`src/rtl/axis_pkt_pkg.sv`:
```
// Shared types for the AXI-Stream packet framer and its output skid buffer.
package axis_pkt_pkg;

  // Default stream geometry; the beat struct below is sized from these.
  localparam int DATA_WIDTH = 32;
  localparam int KEEP_W     = DATA_WIDTH / 8;

  // Framer state: IDLE waits for the first beat of a packet, RUN is mid-packet.
  typedef enum logic [0:0] {
    IDLE = 1'b0,
    RUN  = 1'b1
  } fsm_t;

  // One stream beat as carried through the skid buffer.
  typedef struct packed {
    logic [DATA_WIDTH-1:0] tdata;
    logic [KEEP_W-1:0]     tkeep;
    logic                  tlast;
  } axis_beat_t;

endpackage

```
`src/rtl/axis_pkt_framer_if.sv`:
```
// AXI-Stream bundle with master (source) and slave (sink) views.
interface axis_pkt_framer_if #(
  parameter int DATA_WIDTH = 32
);

  logic [DATA_WIDTH-1:0]   tdata;
  logic [DATA_WIDTH/8-1:0] tkeep;
  logic                    tlast;
  logic                    tvalid;
  logic                    tready;

  modport master (output tdata, output tkeep, output tlast, output tvalid, input tready);
  modport slave  (input tdata, input tkeep, input tlast, input tvalid, output tready);

endinterface

```
`src/rtl/axis_skid_buf.sv`:
```
// Two-entry skid buffer: one output register plus one overflow register.
// Ready toward the source is a flop, so there is no combinational path
// from the sink's ready back to the source. Latency is one cycle and a
// beat per cycle is sustained while the sink keeps ready high.
module axis_skid_buf #(
  parameter int W = 37
) (
  input  logic         i_clk,
  input  logic         i_rst,
  input  logic [W-1:0] i_data,
  input  logic         i_valid,
  output logic         o_ready,
  output logic [W-1:0] o_data,
  output logic         o_valid,
  input  logic         i_ready,
  output logic         o_busy
);

  logic [W-1:0] r_out_data;
  logic         r_out_valid;
  logic [W-1:0] r_sk_data;
  logic         r_sk_valid;
  logic         r_ready;

  logic [W-1:0] w_out_data_nxt;
  logic         w_out_valid_nxt;
  logic [W-1:0] w_sk_data_nxt;
  logic         w_sk_valid_nxt;
  logic         w_in_fire;
  logic         w_out_fire;

  // Next-state of both entries: refill the output slot from the overflow
  // slot first, otherwise from the input; park input in overflow on a stall.
  always_comb begin
    w_out_data_nxt  = r_out_data;
    w_out_valid_nxt = r_out_valid;
    w_sk_data_nxt   = r_sk_data;
    w_sk_valid_nxt  = r_sk_valid;
    w_in_fire       = i_valid & r_ready;
    w_out_fire      = r_out_valid & i_ready;
    if (!r_out_valid || w_out_fire) begin
      if (r_sk_valid) begin
        w_out_data_nxt  = r_sk_data;
        w_out_valid_nxt = 1'b1;
        w_sk_data_nxt   = i_data;
        w_sk_valid_nxt  = w_in_fire;
      end else if (w_in_fire) begin
        w_out_data_nxt  = i_data;
        w_out_valid_nxt = 1'b1;
      end else begin
        w_out_valid_nxt = 1'b0;
      end
    end else begin
      if (w_in_fire) begin
        w_sk_data_nxt  = i_data;
        w_sk_valid_nxt = 1'b1;
      end else begin
        w_sk_valid_nxt = r_sk_valid;
      end
    end
  end

  // Entry registers and the registered ready (high whenever overflow is free).
  always_ff @(posedge i_clk) begin
    if (i_rst) begin
      r_out_data  <= {W{1'b0}};
      r_out_valid <= 1'b0;
      r_sk_data   <= {W{1'b0}};
      r_sk_valid  <= 1'b0;
      r_ready     <= 1'b0;
    end else begin
      r_out_data  <= w_out_data_nxt;
      r_out_valid <= w_out_valid_nxt;
      r_sk_data   <= w_sk_data_nxt;
      r_sk_valid  <= w_sk_valid_nxt;
      r_ready     <= ~w_sk_valid_nxt;
    end
  end

  assign o_ready = r_ready;
  assign o_data  = r_out_data;
  assign o_valid = r_out_valid;
  assign o_busy  = r_out_valid | r_sk_valid;

endmodule

```
`src/rtl/axis_pkt_framer.sv`:
```
// Packet framer in front of a DMA S2MM stream: counts beats, forces tlast
// every cfg_pkt_len beats (or closes early on upstream tlast), registers
// the stream through a skid buffer and counts completed packets.
module axis_pkt_framer
  import axis_pkt_pkg::*;
#(
  parameter int DATA_WIDTH = 32,
  parameter int LEN_W      = 16,
  parameter int CNT_W      = 32
) (
  input  logic              axis_clk,
  input  logic              axis_rst,
  input  logic              cfg_en,
  input  logic [LEN_W-1:0]  cfg_pkt_len,
  axis_pkt_framer_if.slave  s_axis,
  axis_pkt_framer_if.master m_axis,
  output logic [CNT_W-1:0]  stat_pkt_cnt,
  output logic              busy
);

  localparam int BYTES = DATA_WIDTH / 8;
  localparam int PAY_W = DATA_WIDTH + BYTES + 1;

  fsm_t             r_state;
  fsm_t             w_state_nxt;
  logic [LEN_W-1:0] r_beat_cnt;
  logic [LEN_W-1:0] w_beat_cnt_nxt;
  logic [LEN_W-1:0] r_len_q;
  logic [LEN_W-1:0] w_len_q_nxt;
  logic [LEN_W-1:0] w_len_eff;
  logic             w_gate;
  logic             w_close;
  logic             w_in_fire;
  logic             w_skid_ready;
  logic             w_skid_busy;
  logic             w_m_valid;
  logic [PAY_W-1:0] w_in_pay;
  logic [PAY_W-1:0] w_out_pay;
  logic [CNT_W-1:0] r_stat;

  // Framing decision: the first beat of a packet uses the live length,
  // later beats the length latched at packet start; cfg_en only gates
  // the start of a new packet.
  always_comb begin
    w_state_nxt    = r_state;
    w_beat_cnt_nxt = r_beat_cnt;
    w_len_q_nxt    = r_len_q;
    w_gate         = 1'b0;
    w_len_eff      = r_len_q;
    case (r_state)
      IDLE: begin
        w_gate    = cfg_en;
        w_len_eff = cfg_pkt_len;
      end
      RUN: begin
        w_gate    = 1'b1;
        w_len_eff = r_len_q;
      end
      default: begin
        w_gate    = 1'b0;
        w_len_eff = r_len_q;
      end
    endcase
    w_in_fire = s_axis.tvalid & w_gate & w_skid_ready;
    // Length 0 never forces a close, so the wrapping counter is harmless.
    w_close   = ((w_len_eff != {LEN_W{1'b0}}) && (r_beat_cnt == (w_len_eff - LEN_W'(1))))
                || s_axis.tlast;
    if (w_in_fire) begin
      if (r_state == IDLE) begin
        w_len_q_nxt = cfg_pkt_len;
      end else begin
        w_len_q_nxt = r_len_q;
      end
      if (w_close) begin
        w_state_nxt    = IDLE;
        w_beat_cnt_nxt = {LEN_W{1'b0}};
      end else begin
        w_state_nxt    = RUN;
        w_beat_cnt_nxt = r_beat_cnt + LEN_W'(1);
      end
    end else begin
      w_state_nxt    = r_state;
      w_beat_cnt_nxt = r_beat_cnt;
    end
  end

  // FSM, beat counter and latched packet length.
  always_ff @(posedge axis_clk) begin
    if (axis_rst) begin
      r_state    <= IDLE;
      r_beat_cnt <= {LEN_W{1'b0}};
      r_len_q    <= {LEN_W{1'b0}};
    end else begin
      r_state    <= w_state_nxt;
      r_beat_cnt <= w_beat_cnt_nxt;
      r_len_q    <= w_len_q_nxt;
    end
  end

  assign w_in_pay      = {s_axis.tdata, s_axis.tkeep, w_close};
  assign s_axis.tready = w_gate & w_skid_ready;

  axis_skid_buf #(
    .W (PAY_W)
  ) u_skid (
    .i_clk   (axis_clk),
    .i_rst   (axis_rst),
    .i_data  (w_in_pay),
    .i_valid (s_axis.tvalid & w_gate),
    .o_ready (w_skid_ready),
    .o_data  (w_out_pay),
    .o_valid (w_m_valid),
    .i_ready (m_axis.tready),
    .o_busy  (w_skid_busy)
  );

  assign m_axis.tdata  = w_out_pay[PAY_W-1 -: DATA_WIDTH];
  assign m_axis.tkeep  = w_out_pay[BYTES:1];
  assign m_axis.tlast  = w_out_pay[0];
  assign m_axis.tvalid = w_m_valid;

  // Completed-packet counter: one count per tlast handshake, wrapping.
  always_ff @(posedge axis_clk) begin
    if (axis_rst) begin
      r_stat <= {CNT_W{1'b0}};
    end else if (w_m_valid & m_axis.tready & w_out_pay[0]) begin
      r_stat <= r_stat + CNT_W'(1);
    end else begin
      r_stat <= r_stat;
    end
  end

  assign stat_pkt_cnt = r_stat;
  assign busy         = (r_state == RUN) | w_skid_busy;

endmodule

```
`src/flat_wrapper.sv`:
```
// flat-port wrapper written by rule: the top's interface ports become plain ports
module axis_pkt_framer_flat import axis_pkt_pkg::*;
#(
  parameter int DATA_WIDTH = 32,
  parameter int LEN_W      = 16,
  parameter int CNT_W      = 32
)
  (axis_clk, axis_rst, cfg_en, cfg_pkt_len, stat_pkt_cnt, busy, s_axis_tdata, s_axis_tkeep, s_axis_tlast, s_axis_tvalid, s_axis_tready, m_axis_tdata, m_axis_tkeep, m_axis_tlast, m_axis_tvalid, m_axis_tready);
  axis_pkt_framer_if #(.DATA_WIDTH(DATA_WIDTH)) s_axis_i ();
  axis_pkt_framer_if #(.DATA_WIDTH(DATA_WIDTH)) m_axis_i ();
  input  logic axis_clk;
  input  logic axis_rst;
  input  logic cfg_en;
  input  logic [LEN_W-1:0] cfg_pkt_len;
  output logic [CNT_W-1:0] stat_pkt_cnt;
  output logic busy;
  input wire logic [$bits(s_axis_i.tdata)-1:0] s_axis_tdata;
  input wire logic [$bits(s_axis_i.tkeep)-1:0] s_axis_tkeep;
  input wire logic [$bits(s_axis_i.tlast)-1:0] s_axis_tlast;
  input wire logic [$bits(s_axis_i.tvalid)-1:0] s_axis_tvalid;
  output wire logic [$bits(s_axis_i.tready)-1:0] s_axis_tready;
  output wire logic [$bits(m_axis_i.tdata)-1:0] m_axis_tdata;
  output wire logic [$bits(m_axis_i.tkeep)-1:0] m_axis_tkeep;
  output wire logic [$bits(m_axis_i.tlast)-1:0] m_axis_tlast;
  output wire logic [$bits(m_axis_i.tvalid)-1:0] m_axis_tvalid;
  input wire logic [$bits(m_axis_i.tready)-1:0] m_axis_tready;
  assign s_axis_i.tdata = s_axis_tdata;
  assign s_axis_i.tkeep = s_axis_tkeep;
  assign s_axis_i.tlast = s_axis_tlast;
  assign s_axis_i.tvalid = s_axis_tvalid;
  assign s_axis_tready = s_axis_i.tready;
  assign m_axis_tdata = m_axis_i.tdata;
  assign m_axis_tkeep = m_axis_i.tkeep;
  assign m_axis_tlast = m_axis_i.tlast;
  assign m_axis_tvalid = m_axis_i.tvalid;
  assign m_axis_i.tready = m_axis_tready;
  axis_pkt_framer #(.DATA_WIDTH(DATA_WIDTH), .LEN_W(LEN_W), .CNT_W(CNT_W)) u_core (.axis_clk(axis_clk), .axis_rst(axis_rst), .cfg_en(cfg_en), .cfg_pkt_len(cfg_pkt_len), .s_axis(s_axis_i), .m_axis(m_axis_i), .stat_pkt_cnt(stat_pkt_cnt), .busy(busy));
endmodule
```
`config.mk`:
```
export PLATFORM = sky130hd
export DESIGN_NAME = axis_pkt_framer_flat
export DESIGN_NICKNAME = d
export VERILOG_FILES = /design/src/rtl/axis_pkt_pkg.sv /design/src/rtl/axis_pkt_framer_if.sv /design/src/rtl/axis_skid_buf.sv /design/src/rtl/axis_pkt_framer.sv /design/src/flat_wrapper.sv
export SDC_FILE = /design/constraint.sdc
export NUM_CORES = 1
export LEC_CHECK = 0
export CORE_ASPECT_RATIO = 2
export CORE_MARGIN = 2
export CORE_UTILIZATION = 40
export CTS_BUF_LIST = sky130_fd_sc_hd__clkbuf_8 sky130_fd_sc_hd__clkbuf_16
export DETAILED_ROUTE_END_ITERATION = 10
export PLACE_DENSITY = 0.72
export SETUP_SLACK_MARGIN = 0.3
export SLEW_MARGIN = 20
export SYNTH_ARGS = -nofsm -noshare
export SYNTH_HDL_FRONTEND = slang
export SYNTH_SLANG_ARGS = --single-unit
```
`constraint.sdc`:
```
create_clock -name axis_clk -period 4.3 [get_ports axis_clk]
set_input_delay 0.86 -clock axis_clk [delete_from_list [all_inputs] [get_ports axis_clk]]
set_output_delay 0.86 -clock axis_clk [all_outputs]
set_load 0.01 [all_outputs]
```
==> summary.md <==
| Metric | Value |
|---|---|
| Status | completed |
| Min Tclk post-route | about 3.4 ns |
| Area Growth Syn to Fin | 31.65% |
| CP Launch Type | input port |
| CTS Root Cell | clkbuf_16 |
| Setup TNS | 0 ns |
| Cts-stage hold buffer count | 0 |
| Top post-synthesis cells by area | dfxtp_1 44%, mux2i_1 8.0%, nand2_1 7.2%, a211oi_1 5.9%, nor2_1 4.8% |
| Critical Path AT | 3.67 ns |
| Number of synthesized register bits | approximately 140 |
| Via count | 5704 |
| DR pass1 iterations | 5 |
| Post-CTS setup repair buffer count | 0 |
| Worst-path fanout max | 18 |
| Die Wd | around 94 um |
| Clk sinks | 142 |
| Initial antenna violation count | 0 |
| Cells after synthesis | 762 |
| Layout cells sized above 1 | 0.06328 |
| Final instance area | approximately 8600 um2 |
| Rows | between 60 and 70 |
| Leak | 2.783 nW |
| Core area | 16100 um2 |
| Fill cells | around 1500 |
| Area leader, netlist | dfxtp_1 |
| Critical path class | in2reg |
| ANT nets after route | 0 |
| First-pass GRT wire length | roughly 26000 um |
| Fin cells | roughly 1100 |
| Syn Nets | 823 |
| Worst Hold Class | reg2reg |
| Critical path required time | 4.53 ns |
| Pwr per Cell Area | 373.5 nW/um2 |
| Most instantiated cells after synthesis | 142 x dfxtp_1, 125 x nand2_1, 83 x nor2_1, 62 x a21oi_1, 52 x mux2i_1 |
| Final setup violation count | 0 |
| RSZ-0062 raised after global routing | no |
| Final wirelength | 15410 um |
| Post-cts sizing count | 0 |
| Full die area | around 17000 um2 |
| GRT overflow | 0 |
| Cell with the most instances after synthesis | dfxtp_1 |
| Initial Util | 0.4036 |
| Deepest level of the CTS H-tree | 4 |
| Sequential share of the synthesized area | 0.4374 |
| Diode count | 0 |
| Final Net Count | slightly above 900 |
| Yosys warns | 0 |
| Post-synth top area share | 0.4374 |
| Worst slew margin | 0.3160 |
| Synth cell types | 52 |
| Clk_lat worst skew | ~0.4 ns |
| Largest net degree at the start of global routing | 101 |
| Avg Inst Size Synth | between 8 and 9 um2 |
| Placed insts | 1057 |
| IO Port Bufs | ~130 |
| Crit end category | flip-flop |
| Maximum buffer depth of the clock tree | 2 |
| # IOs | 130 |
| Height of the chip | between 150 and 200 um |
| Mapped Area | ~6500 um2 |
| Per-cell routed wire length | around 14 um |
| Slew Viols, Final | 0 |
| Fin util | 0.5313 |
| Max Clock Skew | around 0.011 ns |
| Total track usage | 0.1829 |
| Hold Vio Cnt, Final | 0 |
| Max-cap viol count | 0 |
| CTS tree | yes |
| F_max | between 200 and 300 MHz |
| Clk slew on worst S/H paths | 0.06 ns |
| Vias in the first global route | 5450 |
| Initial DRC Count | roughly 280 |
| Top_reg_cell synth | dfxtp_1 |
| Min Hold Slack | ~0.45 ns |
| Worst VDD drop | between 300 and 400 uV |
| Worst Max-Slew Pin Slew | 1.026 ns |
| RePlAce Congestion | 0.8134 |
| Fraction of registers with async set/reset | 0 |
| Remaining design rule violation count | 0 |
| Via density | about 5.2 |
| Post-synth EDFFs | 0 |
| Cell area after placement | between 7000 and 8000 um2 |
| Cts bufs inserted | 17 |
| Final Cycle Share | 0.7987 |
| DP HPWL | between 10000 and 15000 um |
[layout make-up]
type,instances,area (um2),area share
clock buffers,17,425.4,0.04972
well taps,204,255.2,0.02983
flip-flops and latches,142,2844,0.3324
repair buffers,142,1386,0.1620
clock inverters,15,196.4,0.02296
multi-input cells,562,3422,0.4000
inverters,7,26.28,0.003071
[power breakdown]
group | switching, mW | internal (mW)
sequential | 0.0217 | 1.35
combinational | 0.137 | 0.143
clock | 0.578 | 0.971
total | 0.737 | 2.46
[worst max-delay path: stages]
cell,delay [ns]
clkdlybuf4s50_1,0.47
nor4_1,0.56
a32oi_1,0.13
or3_1,0.36
o31a_1,0.31
a2111oi_2,0.42
a31o_1,0.20
buf_4,0.23
a211oi_1,0.11
[metrics by stage]
stage                     setup slack, ns  power, mW
after detailed placement           0.5421      1.676
after global placement             0.6279      1.672
after CTS                          0.9110      3.239
after floorplan                     1.358      1.540
after global routing               0.6871      3.318
final                              0.8656      3.195
[sequential cells by signal, indices dropped and copies added, names as in the netlist]
name	count
u_core.u_skid.r_sk_valid	1
u_core.u_skid.o_valid	1
u_core.r_beat_cnt	16
u_core.stat_pkt_cnt	32
u_core.u_skid.r_sk_data	37
u_core.u_skid.o_ready	1
u_core.r_state	1
u_core.r_len_q	16
u_core.u_skid.o_data	37
[cells in the final DEF (no fill, tap or decap), drive strengths merged, types with 12 or more instances in the layout]
cell type	count
a211oi	51
nand3	20
mux2i	53
nor2	83
nand2	125
xnor2	28
a21oi	62
nand4	12
dfxtp	142
xor2	33
buf	14
clkdlybuf4s50	128
clkbuf	17
[metal layers]
layer,global-route usage,up-vias,share of wire
met4,0.05855,0,0.011
met3,0.04947,12,0.059
met2,0.2969,144,0.49
met1,0.2345,2669,0.44
met5,0,-,0
li1,-,2879,-
[cells by family after synthesis]
kind of cell / after synthesis / share of synthesized area
compound gates: 149 / 0.1475
xor+xnor: 61 / 0.08221
fa+ha+maj: 3 / 0.005777
buf+inv: 58 / 0.03831
flops: 142 / 0.4374
mux: 53 / 0.08221
simple gates: 296 / 0.2066
[worst paths after layout]
check                                                 start                     endpoint  slack [ns]  cells after the start
worst min-delay path            u_core.u_skid.r_sk_data[27]  u_core.u_skid.r_sk_data[27]        0.45                      2
worst max register to register               u_core.r_state        u_core.r_beat_cnt[15]        0.89                     10
worst max-delay path                         cfg_pkt_len[0]        u_core.r_beat_cnt[15]        0.87                      9
worst min register to register  u_core.u_skid.r_sk_data[27]  u_core.u_skid.r_sk_data[27]        0.45                      2
Power figures use the tool's default switching activity.
